File: src/rtl/stack_sequencer.sv
// stack_sequencer: expands Forth-style stack operations into
// SmartStack primitive commands, tracking depth and errors.
module stack_sequencer #(
  parameter int WIDTH   = 16,
  parameter int DEPTH   = 20,
  parameter int DEPTH_W = 5
) (
  input  logic               i_clk,
  input  logic               i_reset,
  input  logic               i_op_valid,
  output logic               o_op_ready,
  input  logic [3:0]         i_op,
  input  logic [WIDTH-1:0]   i_imm,
  output logic               o_done,
  output logic [WIDTH-1:0]   o_top,
  output logic [DEPTH_W-1:0] o_depth,
  output logic               o_err_underflow,
  output logic               o_err_overflow,
  output logic               o_err_illegal,
  input  logic               i_err_clear,
  output logic               o_stk_fetch,
  output logic               o_stk_store,
  output logic [2:0]         o_stk_function,
  output logic [WIDTH-1:0]   o_stk_write_D,
  input  logic [WIDTH-1:0]   i_stk_read_A,
  input  logic [WIDTH-1:0]   i_stk_read_B
);

  localparam logic [3:0] OP_NOP  = 4'd0;
  localparam logic [3:0] OP_PUSH = 4'd1;
  localparam logic [3:0] OP_DROP = 4'd2;
  localparam logic [3:0] OP_DUP  = 4'd3;
  localparam logic [3:0] OP_SWAP = 4'd4;
  localparam logic [3:0] OP_OVER = 4'd5;
  localparam logic [3:0] OP_ADD  = 4'd6;
  localparam logic [3:0] OP_SUB  = 4'd7;
  localparam logic [3:0] OP_AND  = 4'd8;
  localparam logic [3:0] OP_ROT  = 4'd9;

  localparam logic [2:0] F_NOP  = 3'd0;
  localparam logic [2:0] F_PUSH = 3'd1;
  localparam logic [2:0] F_POP  = 3'd2;
  localparam logic [2:0] F_REPL = 3'd3;
  localparam logic [2:0] F_PREP = 3'd4;
  localparam logic [2:0] F_SWAP = 3'd5;

  localparam logic [2:0] S_IDLE = 3'd0;
  localparam logic [2:0] S_EXEC = 3'd1;
  localparam logic [2:0] S_R1   = 3'd2;
  localparam logic [2:0] S_R2   = 3'd3;
  localparam logic [2:0] S_R3   = 3'd4;
  localparam logic [2:0] S_R4   = 3'd5;
  localparam logic [2:0] S_R5   = 3'd6;
  localparam logic [2:0] S_RESP = 3'd7;

  localparam logic [DEPTH_W:0] LP_DEPTH = (DEPTH_W+1)'(DEPTH);
  localparam logic [DEPTH_W:0] LP_ONE   = (DEPTH_W+1)'(1);
  localparam logic [DEPTH_W:0] LP_TWO   = (DEPTH_W+1)'(2);
  localparam logic [DEPTH_W:0] LP_THREE = (DEPTH_W+1)'(3);

  logic [2:0]         r_state;
  logic [3:0]         r_op;
  logic [WIDTH-1:0]   r_imm;
  logic [WIDTH-1:0]   r_a;
  logic [WIDTH-1:0]   r_b;
  logic [WIDTH-1:0]   r_c;
  logic [DEPTH_W-1:0] r_depth;
  logic               r_err_uf;
  logic               r_err_of;
  logic               r_err_il;

  logic [DEPTH_W:0]   w_need_d;
  logic [DEPTH_W:0]   w_need_f;
  logic               w_illegal;
  logic               w_accept;
  logic               w_uf;
  logic               w_of;
  logic               w_rej_il;
  logic               w_rej_uf;
  logic               w_rej_of;
  logic [2:0]         w_func;
  logic [WIDTH-1:0]   w_wd;

  // Required depth and free slots per opcode.
  always_comb begin
    w_need_d  = '0;
    w_need_f  = '0;
    w_illegal = 1'b0;
    case (i_op)
      OP_NOP:  ;
      OP_PUSH: w_need_f = LP_ONE;
      OP_DROP: w_need_d = LP_ONE;
      OP_DUP:  begin w_need_d = LP_ONE; w_need_f = LP_ONE; end
      OP_SWAP: w_need_d = LP_TWO;
      OP_OVER: begin w_need_d = LP_TWO; w_need_f = LP_ONE; end
      OP_ADD:  w_need_d = LP_TWO;
      OP_SUB:  w_need_d = LP_TWO;
      OP_AND:  w_need_d = LP_TWO;
      OP_ROT:  w_need_d = LP_THREE;
      default: w_illegal = 1'b1;
    endcase
  end

  assign w_accept = i_op_valid & (r_state == S_IDLE);
  assign w_uf     = {1'b0, r_depth} < w_need_d;
  assign w_of     = ({1'b0, r_depth} + w_need_f) > LP_DEPTH;
  assign w_rej_il = w_accept & w_illegal;
  assign w_rej_uf = w_accept & ~w_illegal & w_uf;
  assign w_rej_of = w_accept & ~w_illegal & ~w_uf & w_of;

  always_comb begin
    w_func = F_NOP;
    w_wd   = '0;
    case (r_state)
      S_EXEC: begin
        case (r_op)
          OP_PUSH: begin w_func = F_PUSH; w_wd = r_imm; end
          OP_DROP: w_func = F_POP;
          OP_DUP:  begin w_func = F_PUSH; w_wd = i_stk_read_A; end
          OP_OVER: begin w_func = F_PUSH; w_wd = i_stk_read_B; end
          OP_SWAP: w_func = F_SWAP;
          OP_ADD:  begin
            w_func = F_PREP;
            w_wd   = i_stk_read_B + i_stk_read_A;
          end
          OP_SUB:  begin
            w_func = F_PREP;
            w_wd   = i_stk_read_B - i_stk_read_A;
          end
          OP_AND:  begin
            w_func = F_PREP;
            w_wd   = i_stk_read_B & i_stk_read_A;
          end
          default: ;
        endcase
      end
      S_R1:    w_func = F_POP;
      S_R2:    w_func = F_POP;
      S_R3:    begin w_func = F_REPL; w_wd = r_b; end
      S_R4:    begin w_func = F_PUSH; w_wd = r_c; end
      S_R5:    begin w_func = F_PUSH; w_wd = r_a; end
      default: ;
    endcase
  end

  always_ff @(posedge i_clk or posedge i_reset) begin
    if (i_reset) begin
      r_state <= S_IDLE;
      r_op    <= '0;
      r_imm   <= '0;
      r_a     <= '0;
      r_b     <= '0;
      r_c     <= '0;
    end else begin
      case (r_state)
        S_IDLE: if (w_accept) begin
          r_op  <= i_op;
          r_imm <= i_imm;
          if (w_illegal || w_uf || w_of || i_op == OP_NOP)
            r_state <= S_RESP;
          else if (i_op == OP_ROT)
            r_state <= S_R1;
          else
            r_state <= S_EXEC;
        end
        S_EXEC: r_state <= S_RESP;
        // ROT (a b c): capture c,b then a as the stack unwinds.
        S_R1: begin
          r_c     <= i_stk_read_A;
          r_b     <= i_stk_read_B;
          r_state <= S_R2;
        end
        S_R2: begin
          r_a     <= i_stk_read_B;
          r_state <= S_R3;
        end
        S_R3:    r_state <= S_R4;
        S_R4:    r_state <= S_R5;
        S_R5:    r_state <= S_RESP;
        default: r_state <= S_IDLE;
      endcase
    end
  end

  always_ff @(posedge i_clk or posedge i_reset) begin
    if (i_reset) begin
      r_depth <= '0;
    end else begin
      case (w_func)
        F_PUSH:  r_depth <= r_depth + DEPTH_W'(1);
        F_POP:   r_depth <= r_depth - DEPTH_W'(1);
        F_PREP:  r_depth <= r_depth - DEPTH_W'(1);
        default: ;
      endcase
    end
  end

  // A new error wins over a simultaneous clear.
  always_ff @(posedge i_clk or posedge i_reset) begin
    if (i_reset) begin
      r_err_uf <= 1'b0;
      r_err_of <= 1'b0;
      r_err_il <= 1'b0;
    end else begin
      if (i_err_clear) begin
        r_err_uf <= 1'b0;
        r_err_of <= 1'b0;
        r_err_il <= 1'b0;
      end
      if (w_rej_il) r_err_il <= 1'b1;
      if (w_rej_uf) r_err_uf <= 1'b1;
      if (w_rej_of) r_err_of <= 1'b1;
    end
  end

  assign o_op_ready      = (r_state == S_IDLE);
  assign o_done          = (r_state == S_RESP);
  assign o_top           = i_stk_read_A;
  assign o_depth         = r_depth;
  assign o_err_underflow = r_err_uf;
  assign o_err_overflow  = r_err_of;
  assign o_err_illegal   = r_err_il;
  assign o_stk_fetch     = (w_func != F_NOP);
  assign o_stk_store     = (w_func == F_PUSH) | (w_func == F_REPL) |
                           (w_func == F_PREP);
  assign o_stk_function  = w_func;
  assign o_stk_write_D   = w_wd;

endmodule

File: config.mk
export PLATFORM = sky130hd
export DESIGN_NAME = stack_sequencer
export DESIGN_NICKNAME = d
export VERILOG_FILES = /design/src/rtl/stack_sequencer.sv
export SDC_FILE = /design/constraint.sdc
export NUM_CORES = 1
export LEC_CHECK = 0
export CAP_MARGIN = 20
export CORE_MARGIN = 2
export CORE_UTILIZATION = 55
export DETAILED_ROUTE_END_ITERATION = 8
export PLACE_DENSITY_LB_ADDON = 0.3
export REMOVE_ABC_BUFFERS = 1
export SLEW_MARGIN = 20
export SYNTH_ARGS = -nofsm -noshare
export SYNTH_HDL_FRONTEND = slang
export SYNTH_SLANG_ARGS = --single-unit
File: constraint.sdc
create_clock -name i_clk -period 5.75 [get_ports i_clk]
set_clock_uncertainty 0.2 [all_clocks]
set_input_delay 1.15 -clock i_clk [delete_from_list [all_inputs] [get_ports i_clk]]
set_output_delay 1.15 -clock i_clk [all_outputs]
set_load 0.005 [all_outputs]
==> impl_metrics.toml, run 1 <==
[layout]
instances_no_fill = 857
final_common_cell = "clkdlybuf4s50_1"
n_antenna_cell = 0
layout_common_cells = "clkdlybuf4s50_1 (92), dfrtp_1 (79), mux2_2 (69)"
final_layout_size_suffix_gt1_share_pct = 23.58
num-fill-cells = 769
seqCellArea_mm2 = 0.001977
multi_input_area_mm2 = 0.003576
synthToLayoutAreaGrowth_pct = 29.20
finalNetCount = 797

[synth]
synth-edff-count = 0
ys_seq_area_share_pct = 34.40
synthCells = 605
synthFlopType = "dfrtp_1"
synth_seq_cells = 79
avgSynthCellArea_um2 = 9.499
ys_top_cells_by_area = "dfrtp_1 (34%), mux2_2 (14%), ha_1 (5.0%)"
netlist_area_mm2 = 0.005747
synth_cell_types = 62
synth_top_area_share_pct = 34.40
async_reset_ff_share_pct = 100.0
ys_warn_count = 0
yosys.area.top_type = "dfrtp_1"

[floorplan]
rows = 37
dieArea_mm2 = 0.01128
io_pins = 103
start_util_pct = 56.17
die_w_um = 106.2
coreArea_mm2 = 0.01023
die_height_um = 106.2

[power]
p_leak_nw = 3.224
powerDensity_mw_per_mm2 = 494.5
p_total_mw = 3.671
ir_drop_mv = 0.2899

[setup_path]
crit_path_start_kind = "input port"
critical_path_class = "input port to primary output"
endpoint_kind = "primary output"
worstPathMaxFanout = 6
crit_start = "i_stk_read_A[1]"
r2r_end = "o_depth[3]"
crit_required_ns = 4.40
r2r_start = "r_op[2]"
cp.arrival_ns = 4.16
r2r_slack_ns = 2.27
r2r_cells = 11

[drt]
ant_nets = 0
drc = 0
vias = 5219
routed_via_density = 6.090
drt_wl_total_mm = 16.77
drtIter0Drc = 313
wl_per_cell_um = 19.56
first_pass_iters = 5

[timing]
setup_violations = 0
slew_violations = 0
timing.final.crit_share_pct = 95.86
fin_tns_setup_ns = 0
rsz0062_at_grt = "yes"
relSlewSlack_pct = 27.96
max_clock_freq_mhz = 181.4
tightestPinTransition_ns = 1.078
hold_violations = 0
fin_crit_ns = 5.512

[global_route]
grt-ovfl-total = 0
grt_pass1_wl_mm = 26.69
grt.total_usage_pct = 30.28
antenna_found_initial = 0
grt_max_degree = 80
grt_pass1_vias = 5233

[worst_hold_path]
min_path_cells = 1
min_to = "r_b[10]"
min_from = "r_b[10]"
min_path_type = "flip-flop to flip-flop"

[place]
gp_congestion = 0.9236
io_buffers = 102
dp_hpwl_mm = 11.60
dp.cells = 841

[cts]
htreeDepth = 3
postCtsSetupBuffers = 0
clk_latency_ns = 0.37
cts_buffer_depth = 2
cts_buffers = 9
clock-sinks = 79
cts_tree = "yes"
cts_hold_buf = 0
root_buffer = "clkbuf_8"
clk_pin_slew_ns = 0.08

[run]
cap_viol_max_count = 0

[status]
outcome = "completed"
flip-flops by register name, indices dropped and copies added, names as in the netlist:
register         count
o_depth              5
o_err_illegal        1
o_err_overflow       1
o_err_underflow      1
r_a                 16
r_b                 16
r_c                 16
r_imm               16
r_op                 4
r_state              3
power breakdown:
part	internal, mW	switching [mW]
sequential	0.835	0.205
clock	0.243	0.213
combinational	1.10	1.08
worst max-delay path by stage:
stage                              endpoint  slack [ns]  cells past startpoint
after floorplan            o_stk_write_D[9]        0.91                     13
after global placement     o_stk_write_D[9]       -0.19                     15
after detailed placement  o_stk_write_D[14]       -0.22                     16
after CTS                 o_stk_write_D[14]       -0.03                     16
after global routing      o_stk_write_D[15]       -0.03                     17
final                     o_stk_write_D[15]        0.24                     16
critical path, cell delays in order:
cell and delay (ns):
clkdlybuf4s50_1 0.42, buf_4 0.17, nor4_2 0.25, buf_4 0.17, nand2_1 0.05, o21ai_1 0.17
xor2_1 0.17, ha_1 0.28, and3_4 0.20, nand3_1 0.13, o21ai_2 0.09, nor3_2 0.24
a21boi_1 0.11, xor2_1 0.17, o21ai_1 0.13, dlygate4sd2_1 0.26
stage by stage:
stage | util, % | worst slack, ns | hold WS (ns) | cell area, um^2
global placement | 68.78 | -0.1852 | 0.2667 | 7037
CTS | 71.37 | -0.02643 | 0.3006 | 7302
detailed placement | 68.78 | -0.2159 | 0.2826 | 7037
global route | 72.57 | -0.03040 | 0.3194 | 7425
finish | 72.57 | 0.2380 | 0.2968 | 7425
floorplan | - | 0.9149 | 0.2496 | 5456
layer usage:
metal	up-vias	track usage, %	part of all wire [%]
li1	2401	-	-
met3	34	4.292	6.8
met4	0	12.88	2.3
met2	232	49.86	48
met5	-	0	0
met1	2552	39.89	43
what timing repair did:
action / CTS / global route
pin swaps: 5 / 5
setup endpoints to repair: 9 / 10
gates resized for setup: 23 / 26
layout make-up:
type                    instances  share of cell area [%]
clock buffers                  10                   1.719
clock inverters                 6                   1.146
inverters                      17                  0.8595
multi-input cells             456                   48.16
flip-flops and latches         79                   26.63
well taps                     136                   2.292
repair buffers                153                   19.19
cells in the mapped netlist, types with 4 or more instances:
cell type,n
a21o_1,11
a21oi_1,33
a22o_1,7
a22oi_1,15
a31oi_1,9
buf_1,5
buf_2,13
buf_4,18
clkbuf_1,16
dfrtp_1,79
ha_1,23
inv_1,17
mux2_2,69
mux2i_1,21
nand2_1,42
nand3_1,15
nor2_1,39
nor2b_1,9
nor3_1,10
nor4_1,4
o21ai_0,44
o221ai_1,5
o22ai_1,7
xnor2_1,19
xor2_1,15
logic make-up (layout without fill, tap and decap cells):
| group | count (synthesis) | in the layout | synth area share, % |
|---|---|---|---|
| compound gates | 161 | 161 | 18.51 |
| simple gates | 142 | 142 | 12.02 |
| mux | 94 | 94 | 18.03 |
| flops | 79 | 79 | 34.40 |
| buf+inv | 70 | 186 | 6.162 |
| xor+xnor | 34 | 34 | 5.182 |
| fa+ha+maj | 25 | 25 | 5.704 |
Power figures use the tool's default switching activity.
==> run 2, diff against run 1 <==
--- a/config.mk
+++ b/config.mk
@@ -6,9 +6,12 @@
 export NUM_CORES = 1
 export LEC_CHECK = 0
 export CAP_MARGIN = 20
+export CELL_PAD_IN_SITES_DETAIL_PLACEMENT = 0
+export CELL_PAD_IN_SITES_GLOBAL_PLACEMENT = 1
 export CORE_MARGIN = 2
-export CORE_UTILIZATION = 55
+export CORE_UTILIZATION = 44
 export DETAILED_ROUTE_END_ITERATION = 8
+export GPL_ROUTABILITY_DRIVEN = 1
 export PLACE_DENSITY_LB_ADDON = 0.3
 export REMOVE_ABC_BUFFERS = 1
 export SLEW_MARGIN = 20
==> run 2 against run 1 <==
Effect of this change:
- largest power group unchanged
- die area is 24% higher
- maximum frequency is 2.9% lower
- combinational power hardly changed
- flip-flop and latch count stayed put
- via count is 0.77% higher
- clock power is 26% higher
- non-clock buffer count is 10 higher
==> impl_metrics.toml, run 2 (synthesis results as in run 1) <==
[status]
outcome = "completed"

[cts]
cts_buffer_depth = 2
root_buffer = "clkbuf_16"
cts_buffers = 9
clk_pin_slew_ns = 0.06
clock-sinks = 79
htreeDepth = 3
clk_latency_ns = 0.35
cts_tree = "yes"

[power]
ir_drop_mv = 0.2361
clock_power_share_pct = 15.3
combPwrFrac_pct = 57.1
seq_power_share_pct = 27.5
switching_power_mw = 1.483
powerDensity_mw_per_mm2 = 498.4
p_total_mw = 3.759
p_int_mw = 2.276
p_leak_nw = 3.241
p_sw_share_pct = 39.45

[place]
dp_hpwl_mm = 12.30
place_ws_ns = -0.2764
gp_congestion = 0.9147
io_buffers = 102

[timing]
hold_violations = 0
tightestPinTransition_ns = 0.9640
timing.final.crit_share_pct = 98.70
max_clock_freq_mhz = 176.2
setup_violations = 0
setup_slack_ns = 0.07447
fin_crit_ns = 5.676
relSlewSlack_pct = 35.44
slew_violations = 0
rsz0062_at_grt = "yes"

[setup_path]
cp.arrival_ns = 4.33
worstPathMaxFanout = 3
critical_path_class = "input port to primary output"
crit_family = "buffers and inverters"
crit_path_frequent_cell = "buf_4"
slowest_delay_ns = 0.51
r2r_cells = 11
r2r_end = "o_depth[3]"
endpoint_kind = "primary output"
crit_required_ns = 4.40
crit_chain = "clkdlybuf4s50_1 > inv_1 > ha_1 > nor3b_2 > nor2_1 > xnor2_1 > ha_1 > a21o_1 > a21oi_1 > buf_4 > o21ai_2 > buf_4 > a32oi_2 > buf_4 > buf_4 > nand2_1 > xnor2_1 > o21ai_1 > clkbuf_2"
r2r_slack_ns = 2.24
worst_path_max_delay_cell = "clkdlybuf4s50_1"
crit_path_start_kind = "input port"
path_buf_inv = 7
r2r_start = "r_op[2]"

[layout]
num-fill-cells = 1094
seqCellArea_mm2 = 0.001977
final_layout_size_suffix_gt1_share_pct = 24.21
layout_common_cells = "clkdlybuf4s50_1 (93), dfrtp_1 (79), mux2_2 (69)"
final_common_cell = "clkdlybuf4s50_1"
synthToLayoutAreaGrowth_pct = 31.26
finalNetCount = 807
multi_input_area_mm2 = 0.003512
n_antenna_cell = 0

[run]
cap_viol_max_count = 0

[global_route]
grt_pass1_wl_mm = 27.23
grt_max_degree = 45
grt-ovfl-total = 0
grt.total_usage_pct = 24.71
antenna_found_initial = 0
grt_pass1_vias = 5202

[floorplan]
die_w_um = 118.3
die_height_um = 118.3
start_util_pct = 45.35
coreArea_mm2 = 0.01267
dieArea_mm2 = 0.01399
rows = 41
io_pins = 103

[drt]
drc = 0
routed_via_density = 5.824
first_pass_iters = 7
drt_wl_total_mm = 17.15
vias = 5259
drtIter0Drc = 410
ant_nets = 0
wl_per_cell_um = 18.99

[worst_hold_path]
min_path_cells = 1
min_to = "r_b[8]"
min_from = "r_b[8]"
min_path_type = "flip-flop to flip-flop"
-- run 2: layout make-up --
type	instances	share of cell area [%]
multi-input combinational	456	46.56
sequential	79	26.21
timing repair buffer	163	19.56
clock buffer	10	3.168
tap	172	2.853
inverter	17	0.8625
clock inverter	6	0.7962
-- run 2: worst max path at each step --
stage | to | cells after the start | from | slack [ns]
2_1_floorplan | o_stk_write_D[9] | 13 | i_stk_read_A[1] | 0.91
3_3_place_gp | o_stk_write_D[9] | 15 | i_stk_read_A[1] | -0.23
3_5_place_dp | o_stk_write_D[9] | 15 | i_stk_read_A[1] | -0.28
4_1_cts | o_stk_write_D[11] | 16 | i_stk_read_A[1] | 0.009
5_1_grt | o_stk_write_D[12] | 19 | i_stk_read_A[0] | -0.09
6_report | o_stk_write_D[12] | 19 | i_stk_read_A[0] | 0.07
-- run 2: worst register-to-register path, stage by stage (launching register included) --
cell       delay, ns
dfrtp_1         0.53
buf_4           0.28
nor3_4          0.52
o21bai_4        0.28
a31oi_1         0.11
nor2_1          0.31
ha_1            0.30
a21o_1          0.17
a21oi_1         0.16
xor2_1          0.09
a2111oi_0       0.37
a21o_1          0.12
-- run 2: power groups by stage --
stage	Combinational, mW	Clock (mW)	Sequential [mW]
6_report	2.15	0.576	1.04
5_1_grt	2.34	0.613	1.07
4_1_cts	2.13	0.587	1.03
3_5_place_dp	2.12	0	1.04
3_3_place_gp	2.07	0	1.02
2_1_floorplan	1.25	0	1.08
-- run 2: what timing repair did --
action,in CTS,in global routing
endpoints found under the setup margin,9,7
resized for setup,24,12
hold buffers,0,0
pin swaps,5,6
buffers inserted,3,3
-- run 2: per-layer routing --
layer	share of wire (%)	up-vias	track usage, %
met5	0	-	0
met4	2.5	0	9.337
met3	7.1	33	6.178
met2	47	214	40.07
met1	43	2573	31.71
li1	-	2439	-
-- run 2: metrics by stage --
step	std cells	utilization (%)	hold WS, ns	TNS (ns)	cell area (um^2)
3_3_place_gp	881	56.16	0.2657	-1.192	7116
3_5_place_dp	881	56.16	0.2742	-1.792	7116
6_report	903	59.53	0.2854	0	7543
2_1_floorplan	552	-	0.2496	0	5456
4_1_cts	900	59.02	0.2877	0	7478
5_1_grt	903	59.53	0.2966	-0.1288	7543
